[src/rtl/mem_arbiter.sv]
// mem_arbiter: round-robin arbiter sharing one memory request/data/response channel between icache (m0) and dcache (m1)
module mem_arbiter #(
  parameter int ADDR_BITS  = 28,
  parameter int DATA_BITS  = 128,
  parameter int TAG_BITS   = 5,
  parameter int DATA_BEATS = 4
) (
  input  logic                   clk,
  input  logic                   reset,
  input  logic                   m0_req_valid,
  output logic                   m0_req_ready,
  input  logic                   m0_req_rw,
  input  logic [ADDR_BITS-1:0]   m0_req_addr,
  input  logic [TAG_BITS-2:0]    m0_req_tag,
  input  logic                   m0_req_data_valid,
  output logic                   m0_req_data_ready,
  input  logic [DATA_BITS-1:0]   m0_req_data_bits,
  input  logic [DATA_BITS/8-1:0] m0_req_data_mask,
  output logic                   m0_resp_valid,
  output logic [TAG_BITS-2:0]    m0_resp_tag,
  output logic [DATA_BITS-1:0]   m0_resp_data,
  input  logic                   m1_req_valid,
  output logic                   m1_req_ready,
  input  logic                   m1_req_rw,
  input  logic [ADDR_BITS-1:0]   m1_req_addr,
  input  logic [TAG_BITS-2:0]    m1_req_tag,
  input  logic                   m1_req_data_valid,
  output logic                   m1_req_data_ready,
  input  logic [DATA_BITS-1:0]   m1_req_data_bits,
  input  logic [DATA_BITS/8-1:0] m1_req_data_mask,
  output logic                   m1_resp_valid,
  output logic [TAG_BITS-2:0]    m1_resp_tag,
  output logic [DATA_BITS-1:0]   m1_resp_data,
  output logic                   mem_req_valid,
  input  logic                   mem_req_ready,
  output logic                   mem_req_rw,
  output logic [ADDR_BITS-1:0]   mem_req_addr,
  output logic [TAG_BITS-1:0]    mem_req_tag,
  output logic                   mem_req_data_valid,
  input  logic                   mem_req_data_ready,
  output logic [DATA_BITS-1:0]   mem_req_data_bits,
  output logic [DATA_BITS/8-1:0] mem_req_data_mask,
  input  logic                   mem_resp_valid,
  input  logic [TAG_BITS-1:0]    mem_resp_tag,
  input  logic [DATA_BITS-1:0]   mem_resp_data
);
  localparam int CW = DATA_BEATS > 1 ? $clog2(DATA_BEATS) : 1;
  typedef enum logic [1:0] {IDLE, REQ, WDATA} state_t;
  state_t state, state_n;
  logic g, g_n, p, p_n, k, req_on, dat_on, req_fire, dat_fire, last;
  logic [CW-1:0] cnt, cnt_n;
  always_ff @(posedge clk)
    if (reset) begin
      state <= IDLE;
      g     <= 1'b0;
      p     <= 1'b0;
      cnt   <= '0;
    end else begin
      state <= state_n;
      g     <= g_n;
      p     <= p_n;
      cnt   <= cnt_n;
    end
  // outputs are forced quiet while reset is held, whatever the registered state
  assign req_on = state == REQ && !reset;
  assign dat_on = state == WDATA && !reset;
  assign mem_req_valid = req_on && (g ? m1_req_valid : m0_req_valid);
  assign mem_req_rw    = g ? m1_req_rw : m0_req_rw;
  assign mem_req_addr  = g ? m1_req_addr : m0_req_addr;
  assign mem_req_tag   = {g, g ? m1_req_tag : m0_req_tag};
  assign m0_req_ready  = req_on && !g && mem_req_ready;
  assign m1_req_ready  = req_on && g && mem_req_ready;
  assign mem_req_data_valid = dat_on && (g ? m1_req_data_valid : m0_req_data_valid);
  assign mem_req_data_bits  = g ? m1_req_data_bits : m0_req_data_bits;
  assign mem_req_data_mask  = g ? m1_req_data_mask : m0_req_data_mask;
  assign m0_req_data_ready  = dat_on && !g && mem_req_data_ready;
  assign m1_req_data_ready  = dat_on && g && mem_req_data_ready;
  assign req_fire = mem_req_valid && mem_req_ready;
  assign dat_fire = mem_req_data_valid && mem_req_data_ready;
  assign last     = cnt == CW'(DATA_BEATS - 1);
  // responses are routed purely by the tag MSB, independent of the arbitration state
  assign k             = mem_resp_tag[TAG_BITS-1];
  assign m0_resp_valid = mem_resp_valid && !k && !reset;
  assign m1_resp_valid = mem_resp_valid && k && !reset;
  assign m0_resp_tag   = mem_resp_tag[TAG_BITS-2:0];
  assign m1_resp_tag   = mem_resp_tag[TAG_BITS-2:0];
  assign m0_resp_data  = mem_resp_data;
  assign m1_resp_data  = mem_resp_data;
  always_comb begin
    state_n = state;
    g_n     = g;
    p_n     = p;
    cnt_n   = cnt;
    case (state)
      IDLE: if (m0_req_valid || m1_req_valid) begin
        g_n     = m0_req_valid && m1_req_valid ? p : m1_req_valid;
        state_n = REQ;
      end
      REQ: if (req_fire) begin
        state_n = mem_req_rw ? WDATA : IDLE;
        p_n     = mem_req_rw ? p : !g;
        cnt_n   = '0;
      end
      WDATA: if (dat_fire) begin
        cnt_n   = last ? '0 : cnt + CW'(1);
        state_n = last ? IDLE : WDATA;
        p_n     = last ? !g : p;
      end
      default: state_n = IDLE;
    endcase
  end
endmodule

[config.mk]
export PLATFORM = sky130hd
export DESIGN_NAME = mem_arbiter
export DESIGN_NICKNAME = d
export VERILOG_FILES = /design/src/rtl/mem_arbiter.sv
export SDC_FILE = /design/constraint.sdc
export NUM_CORES = 1
export LEC_CHECK = 0
export CORE_AREA = 2 2 366 368
export DETAILED_ROUTE_END_ITERATION = 16
export DIE_AREA = 0 0 368 370
export REMOVE_ABC_BUFFERS = 1
export SLEW_MARGIN = 25
export SYNTH_ARGS = -nofsm -noshare
export SYNTH_HDL_FRONTEND = slang
export SYNTH_SLANG_ARGS = --single-unit
export TNS_END_PERCENT = 30
[constraint.sdc]
create_clock -name clk -period 1.7 [get_ports clk]
set_clock_uncertainty 0.15 [all_clocks]
set_input_delay 0.34 -clock clk [delete_from_list [all_inputs] [get_ports clk]]
set_output_delay 0.34 -clock clk [all_outputs]
set_load 0.01 [all_outputs]
## Word-level counts from Yosys, hierarchy flattened

Cells that the tools add are included.

- $add $sub $neg: 1
- Eq/ne operators: 8
- Mux-type cells: 23
- Reductions and logical operators: 29

Operators with widths:

| kind | count |
|---|---|
| 2-to-1 mux 128 bit | 1 |
| 2-to-1 mux 28 bit | 1 |
| logical AND 1 bit | 19 |
| 2-to-1 mux 16 bit | 1 |
| 2-to-1 mux 2 bit | 8 |
| != test 2 bit (second input constant) | 5 |
| 2-to-1 mux 1 bit | 8 |
| one-hot mux 2 bit (3 select lines) | 1 |
| AND reduction 3 bit | 2 |
| AND reduction 5 bit | 1 |
| equality test 2 bit (second input constant) | 2 |
| 2-to-1 mux 4 bit | 1 |
| one-hot mux 2 bit (2 select lines) | 1 |
| zero test 1 bit | 3 |
| adder 2 x 1 -> 2 bit (second input constant) | 1 |
| equality test 2 x 1 -> 1 bit (second input constant) | 1 |
| zero test 2 bit | 1 |
| one-hot mux 1 bit (2 select lines) | 1 |
| AND reduction 2 bit | 1 |
| nonzero test 2 bit | 1 |
| logical OR 1 bit | 1 |

- Register bits: 6
- Input port bits: 496
- Output and inout port bits: 450

## Depth between registers and ports, before layout

- Depth after elaboration: 6
- Gate-level depth with buffers: 6

## Worst setup path after synthesis

Ideal clock, no wire load.

- Path kind: flip-flop to output port
- From: reg g
- To: out mem_req_data_bits[100]
- Data arrival time: 1.272 ns
- Setup slack: -0.062 ns
- Cell stages (with the launch flop): 6
- Buffers on the path: 4
- Cell sequence: dfxtp_1 -> buf_6 -> buf_6 -> buf_4 -> buf_2 -> mux2_1

- Cells in the longest elaborated chain, start to end: 1

Ends and longest elaborated chain:

| what | RTL line | RTL |
|---|---|---|
| from (decl) | 50 | `logic g, g_n, p, p_n, k, req_on, dat_on, req_fire, dat_fire, last;` |
| from (signal assigned) | 60 | `g <= g_n;` |
| 2-to-1 mux 128 bit | 74 | `assign mem_req_data_bits = g ? m1_req_data_bits : m0_req_data_bits;` |
| to (decl) | 41 | `output logic [DATA_BITS-1:0] mem_req_data_bits,` |

Every way passes these cells.

## Worst setup path in the final report

- From: reg g
- To: out mem_req_data_bits[51]

Same word-level chain as after synthesis.

==> flow_summary_export.csv <==
group,metric,value,unit
status,status,"complete, but fails checks",
status,violations,"setup timing",
clock_network,root_buffer,"clkbuf_16",
worst_hold_path,hold_class,"primary input to flip-flop",
final_layout,nets,1335,
final_layout,final_common_cell,"clkdlybuf4s50_1",
global_route,antenna_found_initial,20,
detailed_routing,wl_per_cell,49.45,um
detailed_routing,drt_iter0_drc,452,
global_route,grt_pass1_wl,142.8,mm
setup_path,endpoint,"mem_req_data_bits[51]",
sta,period_needed,2155,ps
yosys,synth-async-reset-ratio,0,%
power_and_ir_drop,combPwrFrac,87.5,%
global_route,grt_pass1_vias,6040,
detailed_routing,routed_wl,129.4,mm
sta,slew_viol_final,0,
final_layout,regArea,128.9,sq um
sta,max_freq,464.1,MHz
setup_path,cp-startpoint,"g$_SDFFE_PP0P_",
setup_path,r2r_end,"p$_SDFFE_PP0P_",
power_and_ir_drop,seq_power_share,3.5,%
sta,maxSlewHeadroom,69.00,%
clock_network,cts_max_level,1,
flow_run,cap_violations,0,
floorplanning,chipWidth,368,um
final_layout,multi_input_area,2840,sq um
yosys,netlist_instances,510,
floorplanning,die-area,136200,sq um
yosys,synth.distinct_cells,29,
clock_network,cts-hold-fix-buffers,0,
power_and_ir_drop,p_int,0.002607,W
sta,holdWs,212.1,ps
global_route,grt_use_total,18.17,%
final_layout,syn_to_final_growth,163.8,%
setup_path,reg2regPathDepth,7,
sta,setup_viol,187,
final_layout,mostFrequentLayoutCells,"clkdlybuf4s50_1, buf_6, mux2_4",
power_and_ir_drop,p_sw,0.001800,W
sta,hold_viol_final,0,
sta,fin_ws,-454.6,ps
clock_network,cts_buffers,3,
yosys,syn_area,4539,sq um
floorplanning,die_h,370,um
detailed_routing,drc,0,
yosys,yosysTopAreaCellShare,43.99,%
clock_network,path_clk_slew,40,ps
floorplanning,core.rowCount,134,
power_and_ir_drop,leakagePower,4.302,nW
final_layout,drive_gt1_share,50.54,%
placed_design,gp_congestion,0.9277,
yosys,yosysSeqAreaShare,2.646,%
clock_network,clock_path_buffers,2,
yosys,synth_edf_count,0,
detailed_routing,antenna_left,0,
power_and_ir_drop,power_density,368.1,nW/um^2
floorplanning,boundaryPins,946,
setup_path,critical_path_class,"flip-flop to primary output",
setup_path,cp.arrival,1660,ps
power_and_ir_drop,p_clk_share,9.0,%
floorplanning,start_util,3.427,%
yosys,synth_top_area_cell,"buf_4",
global_route,grt_max_degree,25,
yosys,ys.warnings.count,0,
setup_path,rrSetupSlack,-160,ps
setup_path,crit_path_start_kind,"flip-flop",
sta,tightest_slew,466.8,ps
setup_path,cp_max_fo,8,
sta,finalSetupTns,-60730,ps
placed_design,io_buffers,549,
global_route,grt_overflow,0,
sta,min_period_over_period,126.7,%
power_and_ir_drop,ir_drop,0.2998,mV
sta,rsz0062_at_grt,"yes",
final_layout,fillers,15349,
yosys,avgSynthCellArea,8.901,sq um
floorplanning,core_area,132500,sq um
detailed_routing,dr_total_vias,6114,
power_and_ir_drop,swShare,40.85,%
yosys,ys_top_cells_by_area,"buf_4, mux2_2, mux2_1, dfxtp_1, buf_2",
setup_path,end_kind,"primary output",
detailed_routing,firstDrtPassIters,4,
clock_network,tritoncts,"yes",
detailed_routing,viasPerCell,2.337,
setup_path,critPathRequiredTime,1210,ps
placed_design,dp_hpwl,116.6,mm
clock_network,cts_sinks,6,
yosys,synth-seq-cells,6,
setup_path,r2r_start,"g$_SDFFE_PP0P_",
yosys,yosys_most_used_dff,"dfxtp_1",
clock_network,clock_latency,230,ps
## worst max-delay path, cell delays in order (launching register included)
cell	delay [ps]
dfxtp_4	370
buf_16	160
buf_4	190
buf_6	110
mux2_4	360
buf_6	150
## metrics by stage
step / setup WS [ps] / std cells / total power [W] / cell area (sq um) / util (%)
3_5_place_dp: -1033 / 2568 / 0.003521 / 10440 / 7.880
3_3_place_gp: -1099 / 2568 / 0.003521 / 10440 / 7.880
4_1_cts: -551.8 / 2600 / 0.004432 / 11630 / 8.782
2_1_floorplan: -4727 / 223 / 0.0009020 / 2426 / -
5_1_grt: -463.6 / 2615 / 0.004657 / 11970 / 9.038
6_report: -454.6 / 2616 / 0.004407 / 11970 / 9.040
## worst min path at each step
stage                       endpoint  slack [ps]                 from  depth (start not counted)
6_report       state[1]$_SDFFE_PP0P_         210                reset                          2
5_1_grt        state[1]$_SDFFE_PP0P_         230                reset                          2
4_1_cts        state[1]$_SDFFE_PP0P_         200                reset                          2
3_5_place_dp     cnt[1]$_SDFFE_PP0P_         360  cnt[1]$_SDFFE_PP0P_                          2
3_3_place_gp     cnt[1]$_SDFFE_PP0P_         330  cnt[1]$_SDFFE_PP0P_                          2
2_1_floorplan         p$_SDFFE_PP0P_         260                reset                          1
## layer usage
layer / routed length [um] / part of all wire, % / global-route usage (%)
met1: 41620 / 32 / 16.37
met2: 52520 / 41 / 26.36
met3: 27610 / 21 / 18.55
met4: 5867 / 4.5 / 7.009
met5: 1748 / 1.4 / 8.007
## flip-flops by register name, summed over array words and instances, names as in the netlist
name   flops
g          1
cnt        2
p          1
state      2
## Yosys cell counts, types with 2 or more instances
cell	n
buf_4	266
mux2_2	91
mux2_1	86
buf_2	18
nor2_1	11
dfxtp_1	6
mux2i_1	4
inv_1	3
buf_6	2
nand2b_1	2
nand4bb_1	2
nor3_1	2
## final cells by class
type	instances	share of cell area, %
timing repair buffer	610	55.75
multi-input combinational	214	23.72
tap	1768	18.47
sequential	6	1.076
clock buffer	4	0.6583
antenna	11	0.2299
inverter	3	0.09404
## power groups by stage
stage / Combinational, W / Sequential (W) / Clock [W]
floorplan: 0.000673 / 0.000229 / 0
global placement: 0.00337 / 0.000154 / 0
detailed placement: 0.00337 / 0.000155 / 0
CTS: 0.00386 / 0.000154 / 0.000413
global route: 0.00408 / 0.000155 / 0.000418
finish: 0.00385 / 0.000155 / 0.000398
## timing repair
action                                 4_1_cts  5_1_grt
gates resized for setup                    520       81
pin swaps                                    4        3
gates cloned                                 5        4
endpoints found under the hold margin        0        0
setup endpoints to repair                  190      188
setup buffers                               23        4
## cell families after synthesis
group	count (synthesis)	synth area share, %
AOI/OAI and AO/OA	7	2.178
and+or+nand+nor	24	2.977
buffers and inverters	290	46.80
muxes	182	45.12
adders and majority gates	1	0.2756
DFF	6	2.646
Note: power is estimated with default switching activity, not from simulation.
